[src/rtl/hough_pkg.sv]
`default_nettype none
// +----------------------------------------------------------------------+
// | hough_pkg : shared constants, FSM state type and r-offset helper      |
// | Revision  : 1.0                                                       |
// +----------------------------------------------------------------------+
package hough_pkg;

  localparam int ANGLE_W           = 8;
  localparam int DEFAULT_TRIG_FRAC = 12;

  typedef enum logic [0:0] {
    IDLE  = 1'b0,
    SWEEP = 1'b1
  } state_t;

  // Bias that maps the most negative r to accumulator row 0.
  function automatic int r_offset(input int r_w);
    return 1 << (r_w - 1);
  endfunction

endpackage
`default_nettype wire

[src/rtl/hough_vote_engine_if.sv]
`default_nettype none
// +----------------------------------------------------------------------+
// | hough_vote_engine_if : pixel-in / vote-out stream bundle              |
// | Revision             : 1.0                                            |
// +----------------------------------------------------------------------+
interface hough_vote_engine_if
  import hough_pkg::*;
#(
  parameter int X_W = 10,
  parameter int Y_W = 9,
  parameter int R_W = 12
);

  logic               pixel_valid;
  logic               pixel_ready;
  logic [X_W-1:0]     pixel_x;
  logic [Y_W-1:0]     pixel_y;
  logic               vote_valid;
  logic               vote_ready;
  logic [R_W-1:0]     vote_r;
  logic [ANGLE_W-1:0] vote_theta;
  logic               vote_last;
  logic               busy;

  modport slave (
    input  pixel_valid, pixel_x, pixel_y, vote_ready,
    output pixel_ready, vote_valid, vote_r, vote_theta, vote_last, busy
  );

  modport master (
    output pixel_valid, pixel_x, pixel_y, vote_ready,
    input  pixel_ready, vote_valid, vote_r, vote_theta, vote_last, busy
  );

endinterface
`default_nettype wire

[src/rtl/hough_trig_rom.sv]
`default_nettype none
// +----------------------------------------------------------------------+
// | hough_trig_rom : combinational 256-code cos/sin table, 256 codes=180  |
// | Revision       : 1.0                                                  |
// +----------------------------------------------------------------------+
module hough_trig_rom
  import hough_pkg::*;
#(
  parameter int TRIG_FRAC = DEFAULT_TRIG_FRAC
) (
  input  logic [ANGLE_W-1:0]          code,
  output logic signed [TRIG_FRAC+1:0] cos_val,
  output logic signed [TRIG_FRAC+1:0] sin_val
);

  localparam int     TRIG_W  = TRIG_FRAC + 2;
  localparam longint PI_Q30  = 64'sd3373259426;

  // Round-to-nearest sin(code*pi/256) in Q30 integer Taylor form; code spans 512 per turn.
  function automatic logic signed [TRIG_W-1:0] sin_code(input int code_in);
    longint k, x, term, s;
    bit     neg;
    k   = longint'(code_in % 512);
    neg = 1'b0;
    if (k >= 256) begin
      k   = k - 256;
      neg = 1'b1;
    end
    if (k > 128) k = 256 - k;
    x    = (k * PI_Q30) / 256;
    term = x;
    s    = x;
    for (int n = 1; n <= 8; n++) begin
      term = (term * x) >>> 30;
      term = -((term * x) >>> 30) / longint'((2 * n) * (2 * n + 1));
      s    = s + term;
    end
    s = ((s <<< TRIG_FRAC) + (64'sd1 <<< 29)) >>> 30;
    return TRIG_W'(neg ? -s : s);
  endfunction

  logic signed [TRIG_W-1:0] cos_tab [256];
  logic signed [TRIG_W-1:0] sin_tab [256];

  for (genvar i = 0; i < 256; i++) begin : g_rom
    assign sin_tab[i] = sin_code(i);
    assign cos_tab[i] = sin_code(i + 128);
  end

  assign cos_val = cos_tab[code];
  assign sin_val = sin_tab[code];

endmodule
`default_nettype wire

[src/rtl/hough_vote_engine.sv]
`default_nettype none
// +----------------------------------------------------------------------+
// | hough_vote_engine : per-pixel (r,theta) vote sweep, valid/ready out   |
// | Option macro HOUGH_R_OFFSET_EN : emit r biased by 2^(R_W-1)           |
// | Revision          : 1.0                                               |
// +----------------------------------------------------------------------+
module hough_vote_engine
  import hough_pkg::*;
#(
  parameter int X_W        = 10,
  parameter int Y_W        = 9,
  parameter int N_THETA    = 45,
  parameter int THETA_STEP = 4,
  parameter int TRIG_FRAC  = DEFAULT_TRIG_FRAC,
  parameter int R_W        = 12
) (
  input  logic                clk,
  input  logic                reset,
  hough_vote_engine_if.slave  bus
);

  localparam int TRIG_W = TRIG_FRAC + 2;
  localparam int IDX_W  = $clog2(N_THETA + 1);
  localparam int MXY_W  = (X_W > Y_W) ? X_W : Y_W;
  localparam int ACC_W  = MXY_W + TRIG_W + 2;
  localparam int SH_W   = ((ACC_W > R_W + TRIG_FRAC) ? ACC_W : R_W + TRIG_FRAC) + 1;
  localparam logic [IDX_W-1:0] N_IDX = IDX_W'(N_THETA);

  state_t                   state;
  logic [X_W-1:0]           x_q;
  logic [Y_W-1:0]           y_q;
  logic [IDX_W-1:0]         idx;

  logic                     s1_valid;
  logic                     s1_last;
  logic [ANGLE_W-1:0]       s1_theta;
  logic signed [TRIG_W-1:0] s1_cos;
  logic signed [TRIG_W-1:0] s1_sin;

  logic                     vote_valid;
  logic                     vote_last;
  logic [R_W-1:0]           vote_r;
  logic [ANGLE_W-1:0]       vote_theta;

  logic [ANGLE_W-1:0]       theta_code;
  logic signed [TRIG_W-1:0] rom_cos;
  logic signed [TRIG_W-1:0] rom_sin;
  logic                     advance;
  logic                     more;

  logic signed [SH_W-1:0]   sx, sy, sc, ss, acc;
  logic [R_W-1:0]           r_trunc;
  logic [R_W-1:0]           r_out;
  logic                     unused_acc_bits;

  assign theta_code = ANGLE_W'(idx * THETA_STEP);

  hough_trig_rom #(
    .TRIG_FRAC (TRIG_FRAC)
  ) u_rom (
    .code    (theta_code),
    .cos_val (rom_cos),
    .sin_val (rom_sin)
  );

  // Trig stage and vote register shift together, so one stalled cycle costs one cycle.
  assign advance = !vote_valid || bus.vote_ready;
  assign more    = (idx < N_IDX);

  assign sx  = SH_W'($signed({1'b0, x_q}));
  assign sy  = SH_W'($signed({1'b0, y_q}));
  assign sc  = SH_W'(s1_cos);
  assign ss  = SH_W'(s1_sin);
  assign acc = sx * sc + sy * ss;

  // Slicing above the fraction is the floor shift followed by truncation to R_W.
  assign r_trunc         = acc[TRIG_FRAC +: R_W];
  assign unused_acc_bits = ^{acc[TRIG_FRAC-1:0], acc[SH_W-1:TRIG_FRAC+R_W]};

`ifdef HOUGH_R_OFFSET_EN
  localparam logic [R_W-1:0] R_OFF = R_W'(r_offset(R_W));
  assign r_out = r_trunc + R_OFF;
`else
  assign r_out = r_trunc;
`endif

  always_ff @(posedge clk or posedge reset) begin
    if (reset) begin
      state      <= IDLE;
      x_q        <= '0;
      y_q        <= '0;
      idx        <= '0;
      s1_valid   <= 1'b0;
      s1_last    <= 1'b0;
      s1_theta   <= '0;
      s1_cos     <= '0;
      s1_sin     <= '0;
      vote_valid <= 1'b0;
      vote_last  <= 1'b0;
      vote_r     <= '0;
      vote_theta <= '0;
    end else begin
      case (state)
        IDLE: begin
          if (bus.pixel_valid) begin
            x_q   <= bus.pixel_x;
            y_q   <= bus.pixel_y;
            idx   <= '0;
            state <= SWEEP;
          end
        end
        SWEEP: begin
          if (advance) begin
            vote_valid <= s1_valid;
            vote_last  <= s1_last;
            vote_theta <= s1_theta;
            vote_r     <= r_out;
            s1_valid   <= more;
            if (more) begin
              s1_cos   <= rom_cos;
              s1_sin   <= rom_sin;
              s1_theta <= theta_code;
              s1_last  <= (idx == N_IDX - IDX_W'(1));
              idx      <= idx + IDX_W'(1);
            end
            if (vote_valid && vote_last) state <= IDLE;
          end
        end
        default: state <= IDLE;
      endcase
    end
  end

  assign bus.pixel_ready = (state == IDLE);
  assign bus.busy        = (state == SWEEP) || vote_valid;
  assign bus.vote_valid  = vote_valid;
  assign bus.vote_last   = vote_last;
  assign bus.vote_r      = vote_r;
  assign bus.vote_theta  = vote_theta;

endmodule
`default_nettype wire

[src/flat_wrapper.sv]
// flat-port wrapper written by rule: the top's interface ports become plain ports
module hough_vote_engine_flat import hough_pkg::*;
#(
  parameter int X_W        = 10,
  parameter int Y_W        = 9,
  parameter int N_THETA    = 45,
  parameter int THETA_STEP = 4,
  parameter int TRIG_FRAC  = DEFAULT_TRIG_FRAC,
  parameter int R_W        = 12
)
  (clk, reset, bus_pixel_valid, bus_pixel_x, bus_pixel_y, bus_vote_ready, bus_pixel_ready, bus_vote_valid, bus_vote_r, bus_vote_theta, bus_vote_last, bus_busy);
  hough_vote_engine_if #(.X_W(X_W), .Y_W(Y_W), .R_W(R_W)) bus_i ();
  input  logic clk;
  input  logic reset;
  input wire logic [$bits(bus_i.pixel_valid)-1:0] bus_pixel_valid;
  input wire logic [$bits(bus_i.pixel_x)-1:0] bus_pixel_x;
  input wire logic [$bits(bus_i.pixel_y)-1:0] bus_pixel_y;
  input wire logic [$bits(bus_i.vote_ready)-1:0] bus_vote_ready;
  output wire logic [$bits(bus_i.pixel_ready)-1:0] bus_pixel_ready;
  output wire logic [$bits(bus_i.vote_valid)-1:0] bus_vote_valid;
  output wire logic [$bits(bus_i.vote_r)-1:0] bus_vote_r;
  output wire logic [$bits(bus_i.vote_theta)-1:0] bus_vote_theta;
  output wire logic [$bits(bus_i.vote_last)-1:0] bus_vote_last;
  output wire logic [$bits(bus_i.busy)-1:0] bus_busy;
  assign bus_i.pixel_valid = bus_pixel_valid;
  assign bus_i.pixel_x = bus_pixel_x;
  assign bus_i.pixel_y = bus_pixel_y;
  assign bus_i.vote_ready = bus_vote_ready;
  assign bus_pixel_ready = bus_i.pixel_ready;
  assign bus_vote_valid = bus_i.vote_valid;
  assign bus_vote_r = bus_i.vote_r;
  assign bus_vote_theta = bus_i.vote_theta;
  assign bus_vote_last = bus_i.vote_last;
  assign bus_busy = bus_i.busy;
  hough_vote_engine #(.X_W(X_W), .Y_W(Y_W), .N_THETA(N_THETA), .THETA_STEP(THETA_STEP), .TRIG_FRAC(TRIG_FRAC), .R_W(R_W)) u_core (.clk(clk), .reset(reset), .bus(bus_i));
endmodule
[config.mk]
export PLATFORM = sky130hd
export DESIGN_NAME = hough_vote_engine_flat
export DESIGN_NICKNAME = d
export VERILOG_FILES = /design/src/rtl/hough_pkg.sv /design/src/rtl/hough_vote_engine_if.sv /design/src/rtl/hough_trig_rom.sv /design/src/rtl/hough_vote_engine.sv /design/src/flat_wrapper.sv
export SDC_FILE = /design/constraint.sdc
export NUM_CORES = 1
export LEC_CHECK = 0
export CELL_PAD_IN_SITES_DETAIL_PLACEMENT = 1
export CELL_PAD_IN_SITES_GLOBAL_PLACEMENT = 2
export CORE_UTILIZATION = 37
export CTS_CLUSTER_SIZE = 12
export DETAILED_ROUTE_END_ITERATION = 10
export PLACE_DENSITY = 0.86
export SLEW_MARGIN = 25
export SYNTH_ARGS = -nofsm -noshare
export SYNTH_HDL_FRONTEND = slang
export SYNTH_HIERARCHICAL = 1
export SYNTH_SLANG_ARGS = --single-unit
[constraint.sdc]
create_clock -name clk -period 6.4 [get_ports clk]
set_clock_uncertainty 0.1 [all_clocks]
set_input_delay 1.92 -clock clk [delete_from_list [all_inputs] [get_ports clk]]
set_output_delay 1.92 -clock clk [all_outputs]
set_load 0.005 [all_outputs]
==> flow_summary.yaml, run 1 <==
logic_synthesis:
  synth.top_cell.area_share_pct: 30.41
  syn_inst: 2122
  synth_top_area_cell: "fa_1"
  synthXorXnorAreaFrac_pct: 1.731
  async_flop_share_pct: 100.0
  synth_simple_gate_area_share_pct: 19.60
  synth_commonest_cells: "nand2_1, inv_1, fa_1"
  seq_area_frac_synth_pct: 11.59
  synth.distinct_cells: 100
  synthMuxAreaShare_pct: 2.268
  synth-adder-area-share_pct: 38.04
  synth-compound-area-share_pct: 15.88
  synthMostInstantiatedCell: "nand2_1"
  syn_area_sq_um: 17710
  synth_warnings: 6
  avgSynthCellArea_sq_um: 8.346
  synthTopCellsByArea: "fa_1, dfrtp_1, ha_1"
  ys_seq_elements: 82
  synth_flop_cell: "dfrtp_1"
  synth_top_family_by_area: "adder cells"
  synth_edf_count: 0
die:
  dieArea_sq_um: 48750
  coreArea_sq_um: 46850
  io_pins: 47
  initial_core_util_pct: 37.80
  die_h_microns: 220.8
  rows: 79
  die_w_microns: 220.8
final_layout:
  drive_above_1_share_pct: 12.59
  fillers: 5570
  regArea_sq_um: 2095
  nNetsFinal: 2532
  antenna_cells: 0
  multiInputGateArea_sq_um: 13960
  area_growth_pct: 10.80
  design_area_sq_um: 19620
outcome:
  status: "finished, violations left"
  violations: "design-rule violations, negative setup slack"
timing:
  hold_violations: 0
  finalCriticalPeriod_ns: 6.526
  rsz0062_at_grt: "yes"
  relSlewSlack_pct: 26.87
  drv_slew: 0
  setup_viol: 1
  period_share_pct: 102.0
  worst_slew_pin_slew_ns: 1.095
  fin_ws_ns: -0.1261
  max_freq_ghz: 0.1532
worst_setup_path:
  rrSetupSlack_ns: -0.13
  r2r-end: "u_core/bus.vote_r[11]"
  cp_max_fo: 6
  r2r_cells: 21
  worst-setup-path-type: "flop to flop"
  startpoint: "u_core/x_q[6]"
  cp.required_ns: 6.55
  critPathLaunchType: "flop"
  rr_startpoint: "u_core/x_q[6]"
  crit_path_end_kind: "flop"
  arrival_ns: 6.68
  crit_end: "u_core/bus.vote_r[11]"
drt:
  drt_first_pass_iters: 8
  wl_met1_microns: 30190
  wl_per_cell_microns: 25.26
  routed_wl_microns: 69330
  route.detailed.drc: 3
  drt-vias-per-instance: 5.839
  ant_nets: 0
  wl_met2_microns: 31810
  first_iter_violations: 1458
  met3_length_microns: 4477
  num_vias: 16020
  highest_layer: "met5"
clocking:
  ctsHoldBuffers: 0
  cts_buffers: 9
  cts_tree: "done"
  cts_sinks: 82
  cts_buffer_depth: 2
  root_buffer: "clkbuf_16"
  h-tree-depth: 3
  clkTransAtPathRegs_ns: 0.08
  clk_latency_ns: 0.38
grt:
  grt_pass1_wl_microns: 106100
  grt.overflow.total: 0
  grt_antenna_before_repair: 1
  grt_pass1_vias: 17160
  grt_max_degree: 77
  track_usage_pct: 29.18
place:
  gp_congestion: 1.011
  dpl_cell_area_sq_um: 19030
  dp_hpwl_microns: 53410
  port_buffers: 44
  dp_slack_ns: -0.3666
job:
  drv_cap: 0
worst_hold_path:
  hold_class: "flop to flop"
## how the worst min path moves through the flow
stage                              start              endpoint  slack [ns]  cells after the start
finish              u_core/bus.vote_r[3]  u_core/bus.vote_r[3]        0.39                      2
global route        u_core/bus.vote_r[4]  u_core/bus.vote_r[4]        0.43                      2
CTS                 u_core/bus.vote_r[3]  u_core/bus.vote_r[3]        0.39                      2
detailed placement  u_core/bus.vote_r[3]  u_core/bus.vote_r[3]        0.37                      2
global placement      u_core/s1_theta[4]    u_core/s1_theta[4]        0.37                      2
floorplan             u_core/s1_theta[7]    u_core/s1_theta[7]        0.34                      2
## final cells by class
type	instances	area share, %
multi-input combinational	1583	71.13
sequential	82	10.67
timing repair buffer	158	6.982
inverter	298	5.713
tap	607	3.870
clock buffer	10	1.167
clock inverter	6	0.4654
## metrics by stage
stage / util [%] / std cells / TNS, ns / hold slack [ns]
2_1_floorplan: - / 2136 / 0 / 0.3419
3_3_place_gp: 40.60 / 2718 / -0.4465 / 0.3667
3_5_place_dp: 40.62 / 2718 / -2.479 / 0.3744
4_1_cts: 41.65 / 2742 / -0.1036 / 0.3922
5_1_grt: 41.88 / 2744 / -0.9533 / 0.4305
6_report: 41.88 / 2744 / -0.1261 / 0.3878
## placed cells by master (no fill, tap or decap), types with 18 or more instances in the layout
master,instances
buf_4,106
nand3_1,45
dfrtp_2,25
dfrtp_1,54
nor2b_1,21
clkdlybuf4s50_1,44
a21oi_1,95
nor2_1,80
o21ai_0,89
a311oi_1,18
a211oi_1,26
fa_1,257
inv_1,290
xnor2_1,25
nor3_1,26
o211ai_1,19
nand2b_1,19
nand2_1,300
and2_1,153
ha_1,105
mux2_2,25
## layer usage
metal / GRT usage (%) / vias up
li1: - / 6892
met1: 40.55 / 8278
met2: 45.73 / 692
met3: 4.082 / 157
met4: 11.51 / 2
met5: 0 / -
## cells by family after synthesis
kind of cell    count (synthesis)
simple gates                  711
buf+inv                       471
flops                          82
fa+ha+maj                     377
mux                            32
compound gates                412
xor+xnor                       35
other cells                     2
## registers in the layout (all words and copies together), names as in the netlist
register,cells
u_core/s1_cos,14
u_core/s1_sin,14
u_core/bus.vote_r,12
u_core/x_q,10
u_core/y_q,9
u_core/bus.vote_theta,6
u_core/idx,6
u_core/s1_theta,6
u_core/bus.vote_last,1
u_core/bus.vote_valid,1
u_core/s1_last,1
u_core/s1_valid,1
u_core/state,1
## worst max-delay path, stage by stage, from the launching register on
cell and delay, ns:
dfrtp_2 0.46, and2_4 0.18, fa_1 0.57, inv_2 0.05, fa_1 0.53, inv_1 0.05
fa_1 0.46, fa_1 0.54, fa_1 0.42, fa_1 0.49, inv_1 0.07, fa_1 0.52
inv_2 0.06, ha_4 0.28, o211ai_1 0.11, o21ai_2 0.18, o221ai_4 0.14, buf_12 0.17
o211a_4 0.26, or3_4 0.34, and4_4 0.18, o31a_1 0.23
## repair_timing
action | 4_1_cts | 5_1_grt
setup buffers | 8 | 2
pin swaps | 29 | 15
endpoints found under the setup margin | 11 | 11
gates resized for setup | 40 | 30
Power of run 1 is left out: the tool's default activity adds up to more than one toggle a clock period on the data nets, which glitch-free logic cannot reach.
==> inputs of run 2 (changes only) <==
CELL_PAD_IN_SITES_DETAIL_PLACEMENT = 0   (was 1)
SLEW_MARGIN = 0   (was 25)
==> flow_summary.yaml, run 2 (synthesis results as in run 1) <==
die:
  rows: 79
  io_pins: 47
  coreArea_sq_um: 46850
  die_w_microns: 220.8
  initial_core_util_pct: 37.80
  die_h_microns: 220.8
  dieArea_sq_um: 48750
drt:
  route.detailed.drc: 3
  num_vias: 15550
  first_iter_violations: 1525
  drt_first_pass_iters: 9
  ant_nets: 0
  routed_wl_microns: 63110
  wl_per_cell_microns: 23.02
  drt-vias-per-instance: 5.670
place:
  dp.cells: 2718
  dp_slack_ns: -0.2190
  port_buffers: 44
  dp_hpwl_microns: 48840
  gp_congestion: 1.011
clocking:
  clkTransAtPathRegs_ns: 0.08
  cts_buffers: 9
  h-tree-depth: 3
  cts_sinks: 82
  cts_tree: "done"
  clk_latency_ns: 0.37
  ctsHoldBuffers: 0
  root_buffer: "clkbuf_16"
  cts_buffer_depth: 2
grt:
  grt_use_met3_pct: 6.034
  busiest_layer: "met2"
  grt_pass1_wl_microns: 97610
  grt_max_degree: 77
  grt_antenna_before_repair: 0
  grt_pass1_vias: 15880
  track_usage_pct: 26.83
  grt_util_met1_pct: 37.59
  grt.overflow.total: 0
  use_met2_pct: 40.21
timing:
  finalCriticalPeriod_ns: 6.467
  period_share_pct: 101.0
  drv_slew: 0
  relSlewSlack_pct: 16.14
  worst_slew_pin_slew_ns: 1.253
  max_freq_ghz: 0.1546
  hold_violations: 0
  fin_ws_ns: -0.06687
  rsz0062_at_grt: "yes"
  setup_viol: 1
final_layout:
  antenna_cells: 0
  layout_common_cells: "nand2_1, inv_1, fa_1, and2_1, ha_1"
  finalNonFillerCells: 2742
  mostFrequentLayoutCell: "nand2_1"
  utilization_pct: 41.73
  nNetsFinal: 2530
  drive_above_1_share_pct: 11.90
  top_regs: "u_core/s1_cos x14, u_core/s1_sin x14, u_core/bus.vote_r x12"
  area_growth_pct: 10.39
worst_setup_path:
  rr_startpoint: "u_core/x_q[8]"
  crit_end: "u_core/bus.vote_r[11]"
  cp_slowest_cell: "fa_1"
  r2r_cells: 21
  path_cells: "and2_1, fa_1, inv_2, fa_1, inv_2, fa_1, fa_1, fa_1, fa_1, inv_1, fa_1, inv_2, ha_4, o211ai_1, o21ai_2, o221ai_4, buf_12, o211a_4, or3_4, and4_4, o31a_1"
  crit_top_cell: "fa_1"
  worst-setup-path-type: "flop to flop"
  startpoint: "u_core/x_q[8]"
  crit_path_end_kind: "flop"
  cp_max_fo: 7
  crit_buf_inv: 5
  critPathLaunchType: "flop"
  arrival_ns: 6.61
  r2r-end: "u_core/bus.vote_r[11]"
  max_stage_delay_ns: 0.56
  cp_top_family: "adder cells"
  cp.depth: 21
  rrSetupSlack_ns: -0.07
  cp.required_ns: 6.55
outcome:
  violations: "design-rule violations, negative setup slack"
  status: "finished, violations left"
worst_hold_path:
  hold_class: "flop to flop"
  worstHoldStart: "u_core/bus.vote_r[5]"
job:
  drv_cap: 0
-- run 2: worst min path at each step --
stage                                 to  depth (start not counted)
finish              u_core/bus.vote_r[5]                          2
global route        u_core/bus.vote_r[5]                          2
CTS                   u_core/s1_theta[4]                          2
detailed placement    u_core/s1_theta[4]                          2
global placement      u_core/s1_theta[4]                          2
floorplan             u_core/s1_theta[7]                          2
-- run 2: layout make-up --
class	count	area, sq um
Multi-Input combinational cell	1583	13920
Tap cell	607	759.5
Sequential cell	82	2092
Clock inverter	6	48.80
Inverter	298	1121
Clock buffer	10	239.0
Timing Repair Buffer	156	1368
Fill cell	4775	27300
-- run 2: per-stage QoR --
| step | hold slack (ns) | TNS [ns] | area (sq um) |
|---|---|---|---|
| after floorplan | 0.3419 | 0 | 17760 |
| after global placement | 0.3667 | -0.4465 | 19020 |
| after detailed placement | 0.3725 | -1.276 | 19020 |
| after CTS | 0.3932 | 0 | 19380 |
| after global routing | 0.4159 | -0.7675 | 19550 |
| final | 0.3907 | -0.06687 | 19550 |
-- run 2: per-layer routing --
metal	share of wire (%)	wire, microns
met3	8.3	5229
met4	3.8	2386
met1	44	27930
met2	44	27560
met5	0	0
-- run 2: worst min-delay path: cells and delay by family, from the launching register on --
| kind | cells | cell delay [ns] |
|---|---|---|
| AND/OR/NAND/NOR | 1 | 0.05 |
| AO/OA/AOI/OAI | 1 | 0.06 |
| flip-flops | 1 | 0.35 |
-- run 2: what timing repair did --
action	in CTS	in global routing
setup buffers	3	5
pin swaps	11	29
setup endpoints to repair	11	11
gates resized for setup	18	38
cloned	0	0
Power of run 2 is left out for the same reason.
==> inputs of run 3 (changes only) <==
CORE_UTILIZATION = 44   (was 37)
PLACE_DENSITY = 0.95   (was 0.86)
clock period = 8.2 ns   (was 6.4 ns; I/O delays follow)
==> flow_summary.yaml, run 3 (synthesis results as in run 1) <==
drt:
  routed_wl_microns: 60920
  route.detailed.drc: 0
  num_vias: 15360
  highest_layer: "met5"
  ant_nets: 0
  met3_length_microns: 5731
  drt-vias-per-instance: 5.982
  first_iter_violations: 1612
  wl_met1_microns: 26700
  drt_first_pass_iters: 5
  wl_met2_microns: 26830
  wl_per_cell_microns: 23.72
timing:
  max_freq_ghz: 0.1488
  relSlewSlack_pct: 28.18
  worst_slew_pin_slew_ns: 1.073
  drv_slew: 0
  setup_tns_ns: 0
  period_share_pct: 81.97
  hold_violations: 0
  finalCriticalPeriod_ns: 6.721
  rsz0062_at_grt: "no"
  setup_viol: 0
clocking:
  cts_sinks: 82
  h-tree-depth: 3
  cts_tree: "done"
  cts_resized: 0
  cts_buffers: 9
  clkTransAtPathRegs_ns: 0.07
  cts_buffer_depth: 2
  ctsHoldBuffers: 0
  clk_latency_ns: 0.37
  root_buffer: "clkbuf_16"
  post-cts-setup-buffer-count: 0
outcome:
  status: "complete, no violations"
place:
  port_buffers: 44
  dp_hpwl_microns: 46080
  dpl_cell_area_sq_um: 18240
  dp.cells: 2552
  gp_congestion: 0.9910
job:
  drv_cap: 0
worst_setup_path:
  rrSetupSlack_ns: 1.48
  cp_top_family: "adder cells"
  rr_startpoint: "u_core/x_q[5]"
  crit_top_cell: "fa_1"
  cp.depth: 20
  arrival_ns: 6.86
  critPathLaunchType: "flop"
  startpoint: "u_core/x_q[5]"
  r2r-end: "u_core/bus.vote_r[5]"
  crit_buf_inv: 4
  max_stage_delay_ns: 0.66
  crit_end: "u_core/bus.vote_r[5]"
  cp_max_fo: 15
  crit_path_end_kind: "flop"
  r2r_cells: 20
  worst-setup-path-type: "flop to flop"
  cp_slowest_cell: "dfrtp_1"
  path_cells: "and2_1, fa_1, fa_1, inv_1, fa_1, inv_1, fa_1, fa_1, fa_1, inv_1, fa_1, inv_1, ha_1, a211oi_1, nand2_1, o221ai_2, o21ai_0, a31oi_1, xor2_1, o21ai_0"
  cp.required_ns: 8.34
grt:
  grt_antenna_before_repair: 1
  grt_pass1_wl_microns: 95620
  grt_pass1_vias: 15620
  grt.overflow.total: 0
  track_usage_pct: 30.73
  grt_max_degree: 182
final_layout:
  finalNonFillerCells: 2568
  drive_above_1_share_pct: 5.629
  layout_common_cells: "nand2_1, inv_1, fa_1, and2_1, ha_1"
  antenna_cells: 0
  nNetsFinal: 2438
  mostFrequentLayoutCell: "nand2_1"
  area_growth_pct: 4.740
  top_regs: "u_core/s1_cos x14, u_core/s1_sin x14, u_core/bus.vote_r x12"
  design_area_sq_um: 18550
  utilization_pct: 46.69
die:
  die_w_microns: 202.6
  io_pins: 47
  dieArea_sq_um: 41060
  rows: 73
  coreArea_sq_um: 39730
  initial_core_util_pct: 44.58
  die_h_microns: 202.6
worst_hold_path:
  hold_class: "flop to flop"
-- run 3: worst min-delay path by stage --
stage | depth (start not counted) | slack, ns | endpoint | start
2_1_floorplan | 2 | 0.34 | u_core/s1_theta[7] | u_core/s1_theta[7]
3_3_place_gp | 2 | 0.36 | u_core/s1_theta[7] | u_core/s1_theta[7]
3_5_place_dp | 2 | 0.36 | u_core/s1_valid | u_core/s1_valid
4_1_cts | 2 | 0.39 | u_core/s1_valid | u_core/s1_valid
5_1_grt | 1 | 0.42 | u_core/bus.vote_valid | u_core/s1_valid
6_report | 2 | 0.39 | u_core/bus.vote_r[3] | u_core/bus.vote_r[3]
-- run 3: stage by stage --
stage / setup WS, ns / hold WS, ns
after detailed placement: 1.505 / 0.3647
after global routing: 1.087 / 0.4212
final: 1.479 / 0.3869
after global placement: 1.626 / 0.3622
after floorplan: 1.968 / 0.3419
after CTS: 1.498 / 0.3888
-- run 3: worst register-to-register path: cells and delay by family, from the launching register on --
family	cells	cell delay (ns)
flip-flops	1	0.66
adder cells (fa/ha/maj)	8	3.68
AO/OA/AOI/OAI	5	1.45
buffers and inverters	4	0.21
XOR/XNOR	1	0.16
AND/OR/NAND/NOR	2	0.35
-- run 3: layout make-up --
class	instances	area, sq um
repair buffers	64	603.1
inverters	298	1120
multi-input cells	1583	13800
clock inverters	7	83.83
clock buffers	9	225.2
fillers	3918	21180
flip-flops and latches	82	2063
well taps	525	656.9
-- run 3: layer usage --
metal,track usage [%],up-vias
li1,-,6705
met1,44.82,7792
met2,46.02,740
met3,6.533,123
met4,8.083,2
met5,0,-
Power of run 3 is left out for the same reason.
